--- config.mk ---
export PLATFORM = sky130hd
export DESIGN_NAME = vga_ctrl
export DESIGN_NICKNAME = d
export VERILOG_FILES = /design/src/rtl/vga_ctrl.sv
export SDC_FILE = /design/constraint.sdc
export NUM_CORES = 1
export LEC_CHECK = 0
export BUFFER_PORTS_ARGS = -buffer_cell sky130_fd_sc_hd__buf_2
export CELL_PAD_IN_SITES_DETAIL_PLACEMENT = 1
export CELL_PAD_IN_SITES_GLOBAL_PLACEMENT = 2
export CORE_MARGIN = 5
export CORE_UTILIZATION = 33
export DETAILED_ROUTE_END_ITERATION = 8
export PLACE_DENSITY = 0.9
export SYNTH_ARGS = -nofsm -noshare
export SYNTH_HDL_FRONTEND = slang
export SYNTH_SLANG_ARGS = --single-unit
--- constraint.sdc ---
create_clock -name vga_clk -period 2.4 [get_ports vga_clk]
set_input_delay 0.24 -clock vga_clk [delete_from_list [all_inputs] [get_ports vga_clk]]
set_output_delay 0.24 -clock vga_clk [all_outputs]
set_load 0.03 [all_outputs]
--- src/rtl/vga_ctrl.sv ---
// vga_ctrl: raster timing generator and pixel fetch front-end for the VGA path.
// Two free-running counters define the raster position. The active-area
// coordinate is decoded straight from them and sent to the renderers. The
// renderer data returns PIX_LAT clocks later and is blanked outside the active
// area. The sync signals travel down a matching delay line, so rgb, hsync and
// vsync all leave the output register aligned to the same pixel.
module vga_ctrl #(
    parameter int H_SYNC  = 96,
    parameter int H_BACK  = 48,
    parameter int H_VALID = 640,
    parameter int H_FRONT = 16,
    parameter int V_SYNC  = 2,
    parameter int V_BACK  = 33,
    parameter int V_VALID = 480,
    parameter int V_FRONT = 10,
    parameter int PIX_LAT = 1
) (
    input  logic        vga_clk,
    input  logic        sys_rst_n,
    input  logic [15:0] pix_data,
    output logic [9:0]  pix_x,
    output logic [9:0]  pix_y,
    output logic        pix_req,
    output logic        hsync,
    output logic        vsync,
    output logic [15:0] rgb,
    output logic        frame_start,
    output logic [15:0] frame_cnt
);

    localparam int H_TOTAL = H_SYNC + H_BACK + H_VALID + H_FRONT;
    localparam int V_TOTAL = V_SYNC + V_BACK + V_VALID + V_FRONT;

    localparam logic [9:0] H_LAST   = 10'(H_TOTAL - 1);
    localparam logic [9:0] V_LAST   = 10'(V_TOTAL - 1);
    localparam logic [9:0] H_SYNC_W = 10'(H_SYNC);
    localparam logic [9:0] V_SYNC_W = 10'(V_SYNC);
    localparam logic [9:0] H_ACT_LO = 10'(H_SYNC + H_BACK);
    localparam logic [9:0] H_ACT_HI = 10'(H_SYNC + H_BACK + H_VALID);
    localparam logic [9:0] V_ACT_LO = 10'(V_SYNC + V_BACK);
    localparam logic [9:0] V_ACT_HI = 10'(V_SYNC + V_BACK + V_VALID);

    // One slot of the delay line that tracks a pixel from request to output.
    typedef struct packed {
        logic active;
        logic hs;
        logic vs;
    } pipe_t;

    localparam pipe_t PIPE_IDLE = '{active: 1'b0, hs: 1'b1, vs: 1'b1};

    logic [9:0]  cnt_h_q, cnt_h_d;
    logic [9:0]  cnt_v_q, cnt_v_d;
    logic        frame_wrap;
    logic [15:0] rgb_q, rgb_d;
    logic        hsync_q, hsync_d;
    logic        vsync_q, vsync_d;
    logic        frame_start_q, frame_start_d;
    logic [15:0] frame_cnt_q, frame_cnt_d;
    pipe_t       stage_now;
    pipe_t       stage_out;

    // Next raster position: cnt_h wraps every line, cnt_v steps on each line wrap.
    always_comb begin
        // NOTE: every always_comb output gets a default first so no path can infer a latch.
        cnt_h_d    = cnt_h_q + 10'd1;
        cnt_v_d    = cnt_v_q;
        frame_wrap = 1'b0;
        if (cnt_h_q == H_LAST) begin
            cnt_h_d = '0;
            if (cnt_v_q == V_LAST) begin
                cnt_v_d    = '0;
                frame_wrap = 1'b1;
            end else begin
                cnt_v_d = cnt_v_q + 10'd1;
            end
        end
    end

    // Raster counters, the only timing state.
    always_ff @(posedge vga_clk or negedge sys_rst_n) begin
        if (!sys_rst_n) begin
            cnt_h_q <= '0;
            cnt_v_q <= '0;
        end else begin
            // NOTE: sequential state uses non-blocking assignments so every flop samples pre-edge values.
            cnt_h_q <= cnt_h_d;
            cnt_v_q <= cnt_v_d;
        end
    end

    // Decode the active-area request and coordinates from the current counters.
    always_comb begin
        pix_req = (cnt_h_q >= H_ACT_LO) && (cnt_h_q < H_ACT_HI) &&
                  (cnt_v_q >= V_ACT_LO) && (cnt_v_q < V_ACT_HI);
        pix_x   = pix_req ? (cnt_h_q - H_ACT_LO) : '0;
        pix_y   = pix_req ? (cnt_v_q - V_ACT_LO) : '0;
        stage_now.active = pix_req;
        stage_now.hs     = (cnt_h_q >= H_SYNC_W);
        stage_now.vs     = (cnt_v_q >= V_SYNC_W);
    end

    generate
        if (PIX_LAT == 0) begin : g_no_pipe
            assign stage_out = stage_now;
        end else begin : g_pipe
            pipe_t pipe_q [PIX_LAT];
            pipe_t pipe_d [PIX_LAT];

            // Shift {active,hs,vs} along by one slot per clock.
            always_comb begin
                pipe_d[0] = stage_now;
                for (int i = 1; i < PIX_LAT; i++) begin
                    pipe_d[i] = pipe_q[i-1];
                end
            end

            // Delay line storage, flushed to the idle (blanked, sync inactive) pattern.
            always_ff @(posedge vga_clk or negedge sys_rst_n) begin
                if (!sys_rst_n) begin
                    // NOTE: this array is a handful of flops, not a RAM, so it takes a reset like any register.
                    for (int i = 0; i < PIX_LAT; i++) begin
                        pipe_q[i] <= PIPE_IDLE;
                    end
                end else begin
                    pipe_q <= pipe_d;
                end
            end

            assign stage_out = pipe_q[PIX_LAT-1];
        end
    endgenerate

    // Output stage next values: blank rgb outside the active area, and count frame wraps.
    always_comb begin
        rgb_d         = stage_out.active ? pix_data : 16'h0000;
        hsync_d       = stage_out.hs;
        vsync_d       = stage_out.vs;
        frame_start_d = frame_wrap;
        frame_cnt_d   = frame_wrap ? (frame_cnt_q + 16'd1) : frame_cnt_q;
    end

    // Output registers feeding the DAC and the game timers.
    always_ff @(posedge vga_clk or negedge sys_rst_n) begin
        if (!sys_rst_n) begin
            rgb_q         <= 16'h0000;
            hsync_q       <= 1'b1;
            vsync_q       <= 1'b1;
            frame_start_q <= 1'b0;
            frame_cnt_q   <= 16'h0000;
        end else begin
            rgb_q         <= rgb_d;
            hsync_q       <= hsync_d;
            vsync_q       <= vsync_d;
            frame_start_q <= frame_start_d;
            frame_cnt_q   <= frame_cnt_d;
        end
    end

    assign rgb         = rgb_q;
    assign hsync       = hsync_q;
    assign vsync       = vsync_q;
    assign frame_start = frame_start_q;
    assign frame_cnt   = frame_cnt_q;

endmodule

Word level (Yosys, flattened, before mapping)
Cells that the tools add are included.
{ "totals": {"reg_bits": 58, "inputBits": 18, "wordCells": 33} }
{ "op_classes": {"eq_ne": 2, "n_addsub": 5, "muxes": 7, "magnitude_cmp": 6, "reduce_logical": 3} }
{ "ops": {"columns": ["op", "n"], "rows": [
  ["10-bit 2-to-1 mux", 4],
  ["10-bit by 1-bit adder with 10-bit output (second input constant)", 2],
  ["10-bit equality test (second input constant)", 2],
  ["10-bit < comparator (second input constant)", 2],
  ["16-bit by 1-bit adder with 16-bit output (second input constant)", 1],
  ["16-bit 2-to-1 mux", 1],
  ["10-bit by 2-bit >= comparator with 1-bit output (second input constant)", 1],
  ["10-bit by 6-bit >= comparator with 1-bit output (second input constant)", 1],
  ["10-bit by 7-bit >= comparator with 1-bit output (second input constant)", 1],
  ["10-bit by 8-bit >= comparator with 1-bit output (second input constant)", 1],
  ["10-bit by 6-bit subtractor with 10-bit output (second input constant)", 1],
  ["10-bit by 8-bit subtractor with 10-bit output (second input constant)", 1],
  ["1-bit logical AND", 3],
  ["1-bit 2-to-1 mux", 2]
]} }

Longest topological paths before layout
{ "logic_depth": {"ltp_word": 5, "ltp_mapped": 7} }

Worst setup path before layout
Ideal clock, no wire load.
{ "synth_timing": {"kind": "reg2out", "start": "register cnt_v_q[1]", "end": "output pix_x[3]", "stages_incl_launch_ff": 7, "required_ps": 2160, "arrival_time_ps": 2118, "slack_ps": 42, "path_buffers": 2, "path_cell_list": "dfrtp_1 -> ha_1 -> clkbuf_1 -> nor4_1 -> a21oi_1 -> buf_2 -> nor3b_1"} }
{ "synth_via": {"elab_chain_cells": 4} }
{ "synth_rtl": {"columns": ["item", "line_no", "source"], "rows": [
  ["from (decl)", "53", "logic [9:0] cnt_v_q, cnt_v_d;"],
  ["from (signal assigned)", "88", "cnt_v_q <= cnt_v_d;"],
  ["10-bit by 6-bit >= comparator with 1-bit output", "95", "(cnt_v_q >= V_ACT_LO) && (cnt_v_q < V_ACT_HI);"],
  ["1-bit logical AND", "94", "pix_req = (cnt_h_q >= H_ACT_LO) && (cnt_h_q < H_ACT_HI) &&"],
  ["1-bit logical AND (*)", "95", null],
  ["10-bit 2-to-1 mux (*)", "96", "pix_x = pix_req ? (cnt_h_q - H_ACT_LO) : '0;"],
  ["to (decl)", "21", "output logic [9:0] pix_x,"]
]} }
Mark *: on every way between the ends. The rest lies on a longest branch, timed or not.

Final worst setup path
{ "layout_timing": {"start": "register cnt_h_q[4]", "end": "output pix_y[5]"} }
{ "layout_via": {"elab_chain_cells": 5} }
{ "layout_rtl": {"columns": ["item", "line_no", "source"], "rows": [
  ["from (decl)", "52", "logic [9:0] cnt_h_q, cnt_h_d;"],
  ["from (signal assigned)", "87", "cnt_h_q <= cnt_h_d;"],
  ["10-bit by 8-bit >= comparator with 1-bit output / 10-bit < comparator (equally long branches)", "94", null],
  ["1-bit logical AND (*) (2 in series)", "94", null],
  ["1-bit logical AND (*)", "95", null],
  ["10-bit 2-to-1 mux (*)", "97", "pix_y = pix_req ? (cnt_v_q - V_ACT_LO) : '0;"],
  ["to (decl)", "22", "output logic [9:0] pix_y,"]
]} }
Marked as above.

==> metrics.txt <==
# fillers=1,036; CP Launch Type=register; chip width=107 um; via count=2,625; failing checks=setup timing; internal power=1.57 mW; area leader, netlist=dfrtp_1; Core Footprint=9200 um2; Die Ht=107 um; antenna cells=0; DR WL/cell=17.9 um; GP Congestion=0.760; initial DRC count=85; mean post-synth cell area=10.4 um2; crit-path max cell delay=0.49 ns; Clk Latency, worst-skew pair=0.34 ns; required time of the critical path=2.16 ns; Area Growth Syn to Fin=36.3%; Final Max Tran Viols=0; FP Rows=35; RSZ-0062 raised after global routing=true; fin cells=501; top cell type's share of synthesized area=0.438; status=complete, but fails checks; first-pass GRT wire length=13,100 um; Slew @ Worst Pin=0.718 ns; drt first pass iters=4; largest net degree at the start of global routing=32; area of the multi-input gates=1730 um2; hold crit path type=primary input to register; cell repeated most along the worst path=inv_1; Worst VDD drop=305 uV; crit path kind=register to output port; placed cells=474; Period minus WS final=2.44 ns; CTS sink cnt=58; FMAX=409 MHz; worst-case clock skew=0.00848 ns; Final nets=413; Lkg Pwr=2.03 nW; sequential cell area fraction in the yosys report=0.472; Worst path slowest cell=dfrtp_2; Port-buffer cells=73; Util after Layout=0.458; Worst Path Arrival=2.20 ns; Power Dens Cells=479 nW/um2; DR vias/cell=5.24; Period Utilization, post-route=1.02; Final Cell Area=4210 um2; EDFF count, synth=0; relative slew slack=0.521; placed inst area=3610 um2; most common cell after layout, fill and taps aside=buf_2; Crit Path Max Fanout=7; initial antenna violation count=0; commonest cells after routing, fill and taps aside=53 x buf_2, 50 x dfrtp_1, 33 x buf_4, 22 x xor2_1, 19 x nand3_1; CTS tree=yes; final setup violation count=11; sw frac=0.220; GRT overflow=0; Hold Fails Final Rpt=0; IO Count=74; DP HPWL=5820 um; max cap viols=0; die area=11,400 um2; drt total wl=8950 um; synthesized instance count=296; H-tree levels=3; vias in the first global route=2,611; Clock Path Buffers=2; Post-synth ARST share=1.00; DRC viols=0; layout cells sized above 1=0.433; PnR worst setup slack=-0.0437 ns; Yosys warnings=0; Psw=443 uW; CTS clk-pin slew, worst paths=0.07 ns; crit end category=output port; power share of the clock group=0.497; Synthesized Nets=324; part of the power in registers=0.485; cell chain of the critical path=inv_1, ha_2, inv_1, o211a_4, a31o_4, nor3_2, buf_4; Yosys cell types=46; Area contributors post-synth=dfrtp_1 44%, xor2_1 6.2%, nor3_1 4.5%; Seq. cell area=1460 um2; Initial Util=0.336; Cell Area, Synth=3090 um2; Post-synth top flop=dfrtp_1; #FFs+latches synth=58; WHS=0.112 ns; Num CTS Buffers=9; Total Routing Usage GR=0.144; Antenna Nets Post-Route=0; combinational share of power=0.018; CTS Root Cell=clkbuf_8; dpl ws=0.194 ns
[per-stage QoR]
stage               TNS (ns)  power, mW
finish                -0.255       2.02
CTS                 -0.00294       2.05
floorplan                  0      0.996
global route           -1.39       2.09
global placement           0       1.03
detailed placement         0       1.03
[final timing paths]
| path | slack [ns] | startpoint | depth (start not counted) | endpoint |
|---|---|---|---|---|
| min in group asynchronous | 0.50 | sys_rst_n | 2 | rgb[1] |
| min reg2reg | 0.36 | hsync_d | 0 | hsync |
| max | -0.04 | cnt_h_q[4] | 7 | pix_y[5] |
| max in group asynchronous | 1.22 | sys_rst_n | 3 | hsync_d |
| min | 0.11 | pix_data[5] | 2 | rgb[5] |
| max reg2reg | 0.30 | cnt_v_q[0] | 6 | frame_cnt[15] |
[power by group through the flow]
stage,Combinational (mW),Sequential [mW],Clock (mW)
finish,0.0366,0.977,1.00
global route,0.0422,0.977,1.07
CTS,0.0387,0.977,1.03
detailed placement,0.0372,0.996,0
global placement,0.0360,0.996,0
floorplan,0.00000167,0.996,0
[layer usage]
metal  wire length [um]  vias up  global-route usage
li1                   -     1224                   -
met1               3900     1314               0.188
met2               4420       67               0.237
met3                392       20              0.0235
met4                228        0              0.0603
met5                  0        -                   0
[state kept, by name, indices dropped and copies added (netlist names)]
name / cells
cnt_h_q: 10
cnt_v_q: 10
frame_cnt: 16
frame_start: 1
g_pipe.pipe_q: 1
hsync: 1
hsync_d: 1
rgb: 16
vsync: 1
vsync_d: 1
[repair_timing]
action,CTS,global route
endpoints found under the hold margin,28,0
hold buffers,1,0
buffers inserted,0,6
pin swaps,0,13
gates resized for setup,13,64
endpoints found under the setup margin,21,21
cloned,0,4
[Yosys cell counts (3+ instances only)]
cell	number
ha_1	10
dfstp_2	4
nor3_2	6
clkbuf_1	7
inv_1	10
and3_1	3
or3_1	5
and2_1	18
o21ai_0	9
buf_2	9
nor2_1	6
nand3_1	19
nor4_1	4
nor3b_1	5
a21oi_1	11
nor3_1	28
xnor2_1	12
dfrtp_1	54
nor4_2	6
nand2_1	11
xor2_1	22
nand4_1	8
[cells by family after synthesis]
| family | share of synthesized area |
|---|---|
| XOR/XNOR | 0.0965 |
| AND/OR/NAND/NOR | 0.278 |
| multiplexers | 0.0101 |
| AO/OA/AOI/OAI | 0.0580 |
| flip-flops | 0.472 |
| buffers and inverters | 0.0450 |
| adder cells (fa/ha/maj) | 0.0405 |
[critical path: cells and delay by family, from the launching register on]
| family | cells | cell delay (ns) |
|---|---|---|
| AOI/OAI and AO/OA | 2 | 0.55 |
| DFF | 1 | 0.49 |
| buffers and inverters | 3 | 0.40 |
| and+or+nand+nor | 1 | 0.22 |
| adders and majority gates | 1 | 0.21 |
[cell type report]
class,count,share of cell area
Clock buffer,9,0.0294
Clock inverter,7,0.0223
Inverter,10,0.00892
Multi-Input combinational cell,211,0.411
Sequential cell,58,0.347
Tap cell,111,0.0330
Timing Repair Buffer,95,0.148
(Power assumes the default switching activity.)
